`config.mk`:
```
export PLATFORM = sky130hd
export DESIGN_NAME = round_sequencer
export DESIGN_NICKNAME = d
export VERILOG_FILES = /design/src/rtl/round_sequencer.sv
export SDC_FILE = /design/constraint.sdc
export NUM_CORES = 1
export LEC_CHECK = 0
export CAP_MARGIN = 10
export CORE_UTILIZATION = 46
export DETAILED_ROUTE_END_ITERATION = 7
export GPL_ROUTABILITY_DRIVEN = 0
export GPL_TIMING_DRIVEN = 0
export PLACE_DENSITY = 0.75
export REMOVE_ABC_BUFFERS = 1
export SYNTH_ARGS = -nofsm -noshare
export SYNTH_HDL_FRONTEND = slang
export SYNTH_SLANG_ARGS = --single-unit
export TNS_END_PERCENT = 50
```
`constraint.sdc`:
```
create_clock -name Clk100M -period 1.89 [get_ports Clk100M]
set_clock_uncertainty 0.15 [all_clocks]
set_input_delay 0.378 -clock Clk100M [delete_from_list [all_inputs] [get_ports Clk100M]]
set_output_delay 0.378 -clock Clk100M [all_outputs]
set_load 0.05 [all_outputs]
```
`src/rtl/round_sequencer.sv`:
```
// Game-round controller: draws an LFSR target, tracks the player counter and round timer,
// scores hits, charges lives on timeouts and halts at game over.
module round_sequencer #(
  parameter int unsigned CNT_W      = 4,
  parameter int unsigned ROUND_SECS = 10,
  parameter int unsigned LIVES      = 3,
  parameter int unsigned MAX_SCORE  = 99,
  parameter logic [7:0]  LFSR_SEED  = 8'hA5
) (
  input  logic             Clk100M,
  input  logic             resetN,
  input  logic             tick1Hz,
  input  logic             startP,
  input  logic             upP,
  input  logic             downP,
  output logic [2:0]       state,
  output logic [CNT_W-1:0] target,
  output logic [CNT_W-1:0] count,
  output logic [7:0]       timeLeft,
  output logic [6:0]       score,
  output logic [1:0]       lives,
  output logic             hitP,
  output logic             missP
);

  typedef enum logic [2:0] {
    IDLE = 3'd0,
    LOAD = 3'd1,
    PLAY = 3'd2,
    HIT  = 3'd3,
    MISS = 3'd4,
    OVER = 3'd5
  } state_t;

  localparam logic [CNT_W-1:0] CNT_MAX    = '1;
  localparam logic [7:0]       SECS_INIT  = 8'(ROUND_SECS);
  localparam logic [6:0]       SCORE_SAT  = 7'(MAX_SCORE);
  localparam logic [1:0]       LIVES_INIT = 2'(LIVES);

  state_t           st, st_nxt;
  logic [7:0]       lfsr, lfsr_nxt;
  logic [CNT_W-1:0] target_nxt, count_nxt, draw;
  logic [7:0]       time_nxt;
  logic [6:0]       score_nxt;
  logic [1:0]       lives_nxt;
  logic             match;

  assign state = st;

  always_ff @(posedge Clk100M) begin
    if (!resetN) begin
      st       <= IDLE;
      target   <= '0;
      count    <= '0;
      timeLeft <= SECS_INIT;
      score    <= '0;
      lives    <= LIVES_INIT;
      hitP     <= 1'b0;
      missP    <= 1'b0;
      lfsr     <= LFSR_SEED;
    end else begin
      st       <= st_nxt;
      target   <= target_nxt;
      count    <= count_nxt;
      timeLeft <= time_nxt;
      score    <= score_nxt;
      lives    <= lives_nxt;
      hitP     <= (st_nxt == HIT);
      missP    <= (st_nxt == MISS);
      lfsr     <= lfsr_nxt;
    end
  end

  always_comb begin
    st_nxt     = st;
    target_nxt = target;
    count_nxt  = count;
    time_nxt   = timeLeft;
    score_nxt  = score;
    lives_nxt  = lives;
    // Galois form of x^8+x^6+x^5+x^4+1, shifting right
    lfsr_nxt   = {1'b0, lfsr[7:1]} ^ ({8{lfsr[0]}} & 8'hB8);
    draw       = lfsr[CNT_W-1:0];
    if (draw == '0) draw = CNT_W'(1);
    match      = (count == target);

    case (st)
      IDLE: begin
        if (startP) st_nxt = LOAD;
      end
      LOAD: begin
        target_nxt = draw;
        count_nxt  = '0;
        time_nxt   = SECS_INIT;
        st_nxt     = PLAY;
      end
      PLAY: begin
        if (tick1Hz && timeLeft != 8'd0) time_nxt = timeLeft - 8'd1;
        // A match uses the pre-update count and masks that cycle's buttons and timeout
        if (match) begin
          st_nxt = HIT;
        end else begin
          if (upP && !downP && count != CNT_MAX) count_nxt = count + CNT_W'(1);
          if (downP && !upP && count != '0)      count_nxt = count - CNT_W'(1);
          if (tick1Hz && timeLeft == 8'd1)       st_nxt = MISS;
        end
      end
      HIT: begin
        score_nxt = (score < SCORE_SAT) ? score + 7'd1 : SCORE_SAT;
        st_nxt    = LOAD;
      end
      MISS: begin
        lives_nxt = lives - 2'd1;
        st_nxt    = (lives == 2'd1) ? OVER : LOAD;
      end
      OVER: begin
        if (startP) begin
          score_nxt = '0;
          lives_nxt = LIVES_INIT;
          st_nxt    = LOAD;
        end
      end
      default: st_nxt = IDLE;
    endcase
  end

endmodule

```
==> flow_summary.ini <==
[outcome]
outcome = complete, but fails checks
violations = setup timing

[critical_path]
startpoint_type = flop
cp_data_required_time_ns = 1.97
arrival_ns = 2.08
ff2ff_path_depth = 5
crit_path_start = state[0]
r2r_end = timeLeft[4]
crit_path_end_kind = flop
worst-setup-path-type = reg2reg
crit_path_end = timeLeft[4]
cp_max_fo = 6
rrSetupSlack_ns = -0.12
rr_startpoint = state[0]

[placed_design]
dpl.hpwl_um = 2610
io_buffer_count = 35
place_area_mm2 = 0.00226

[finish]
regArea_um2 = 795
multi_input_area_mm2 = 0.00119
final_common_cell = dlygate4sd2_1
drive_above_1_share = 0.245
layout_common_cells = 31 x dlygate4sd2_1, 25 x dfxtp_1, 21 x buf_4
fillCellCount = 317
antenna_cells = 0
areaGrowthSynthToFinish_pct = 42.3
final_cell_area_mm2 = 0.00267
postLayoutCoreUtil = 0.707
fin_nets = 287

[floorplanning]
rows = 22
dieArea_mm2 = 0.00433
start_util = 0.497
pin_count = 36
die_x_um = 65.8
design.core.area_mm2 = 0.00377
die_h_um = 65.8

[clock_tree]
cts_root_buf = clkbuf_8
cts_sinks = 38
cts_htree_levels = 2
clock_latency_ns = 0.30
cts_buffer_depth = 2
numCtsBuffers = 5
clk_pin_slew_ns = 0.07
cts_tree = done
ctsHoldBuffers = 0

[routing]
ant_nets = 0
wirelength_um = 4480
post_drt_wl_per_cell_um = 13.9
drcViolationCount = 0
via_count = 1724
routed_via_density = 5.35
dr.pass1.iters = 4
drt_iter0_drc = 111

[power]
power_density_mw_per_mm2 = 660
clkPwrFrac = 0.328
leakage_nw = 1.22
p_int_mw = 1.25
seqPwrFrac = 0.488
sw_frac_of_total = 0.288
peakVddDrop_mv = 0.523
combPwrFrac = 0.184
p_sw_mw = 0.507

[yosys]
async_reset_ff_frac = 0
yosys_register_bits = 38
yosys_warnings = 0
synth_cell_type_count = 44
yosysSeqAreaShare = 0.406
synth_ff_type = dfxtp_1
synth_cells = 214
synthesis.area_mm2 = 0.00187
synth_edf_count = 0
avgSynthCellArea_um2 = 8.76

[sta]
grt_setup_unrepaired = yes
slew_violations = 0
tightest_slew_ns = 0.612
fmax_ghz = 0.498
setup_viol_count_final = 4
setup_tns_ns = -0.222
hold_violations = 0
hold_ws_ns = 0.291
finalCriticalPeriod_ns = 2.01
finalCritPeriodShare = 1.06
setup_slack_ns = -0.116
slew_headroom = 0.592

[run]
cap_violations = 0

[global_route]
grt_max_degree = 35
grt_pass1_vias = 1477
antenna_found_initial = 0
grt_pass1_wl_um = 6830
grt-ovfl-total = 0
track_usage = 0.211

[hold_path]
hold_path_class = reg2reg
[critical path, stage by stage, from the launching register on]
cell and delay [ns]:
dfxtp_4 0.37, or3b_4 0.41, a311oi_4 0.33, o21ai_2 0.13, or4_1 0.43, a21oi_2 0.13
[timing repair]
| action | CTS | global route |
|---|---|---|
| pin swaps | 7 | 16 |
| resized for setup | 64 | 19 |
| endpoints found under the setup margin | 54 | 19 |
| endpoints found under the hold margin | 0 | 0 |
| buffers inserted | 10 | 14 |
[cell type report]
type,count,area share
timing repair buffer,59,0.188
tap,48,0.0225
clock inverter,1,0.00188
multi-input combinational,161,0.447
sequential,38,0.298
clock buffer,7,0.0324
inverter,8,0.0113
[cell usage after synthesis (2+ instances only)]
master    instances  share of area
clkbuf_1          6          0.012
nor2_1           18          0.036
or4_1             4          0.016
a21boi_0          6          0.024
nand3_1           7          0.019
inv_1             8          0.016
xor2_1           12          0.056
a21oi_1          12          0.032
o21ai_0          12          0.032
nand2_1          16          0.032
nor2b_1           5          0.017
xnor2_1           3          0.014
ha_1              7          0.047
and2_1            8          0.027
dfxtp_1          38           0.41
o211ai_1          3          0.012
a41o_1            2          0.011
mux2i_1           3          0.016
nor3_1           10          0.027
nor4_1            4          0.013
nand2b_1          7          0.023
[cells by family (layout without fill, tap and decap cells)]
group                    count (synthesis)  in the layout  share of synthesized area
adder cells (fa/ha/maj)                  8              8                     0.0574
XOR/XNOR                                15             15                     0.0701
multiplexers                             3              3                     0.0160
AND/OR/NAND/NOR                         88             88                      0.248
AO/OA/AOI/OAI                           47             47                      0.172
flip-flops                              38             38                      0.406
buffers and inverters                   15             75                     0.0307
[power groups by stage]
| stage | Clock, mW | Combinational, mW | Sequential, mW |
|---|---|---|---|
| after floorplan | 0 | 0.116 | 0.940 |
| after global placement | 0 | 0.254 | 0.888 |
| after detailed placement | 0 | 0.257 | 0.887 |
| after CTS | 0.589 | 0.277 | 0.865 |
| after global routing | 0.622 | 0.347 | 0.863 |
| final | 0.578 | 0.324 | 0.858 |
[flip-flops by register name, indices dropped and copies added, names as in the netlist]
signal    count
lives         2
timeLeft      8
target        4
state         3
score         7
missP         1
lfsr          8
hitP          1
count         4
[routing by layer]
metal | global-route usage | up-vias | part of all wire
met4 | 0.0815 | 0 | 0.015
li1 | - | 874 | -
met1 | 0.271 | 815 | 0.49
met3 | 0.0672 | 5 | 0.040
met5 | 0 | - | 0
met2 | 0.327 | 30 | 0.45
[through the flow]
stage / instances / setup slack, ns / power (mW)
5_1_grt: 322 / -0.170 / 1.83
6_report: 322 / -0.116 / 1.76
3_3_place_gp: 290 / -0.809 / 1.14
4_1_cts: 308 / -0.167 / 1.73
2_1_floorplan: 207 / -0.700 / 1.06
3_5_place_dp: 290 / -0.829 / 1.14
[worst min path at each step]
| stage | start | end | slack [ns] | cells after the start |
|---|---|---|---|---|
| after floorplan | lfsr[7] | lfsr[6] | 0.26 | 1 |
| after global placement | lfsr[7] | lfsr[6] | 0.26 | 1 |
| after detailed placement | lfsr[7] | lfsr[6] | 0.28 | 1 |
| after CTS | lfsr[7] | lfsr[6] | 0.29 | 1 |
| after global routing | lfsr[7] | lfsr[6] | 0.32 | 1 |
| final | lfsr[7] | lfsr[6] | 0.29 | 1 |
Power figures use the tool's default switching activity.
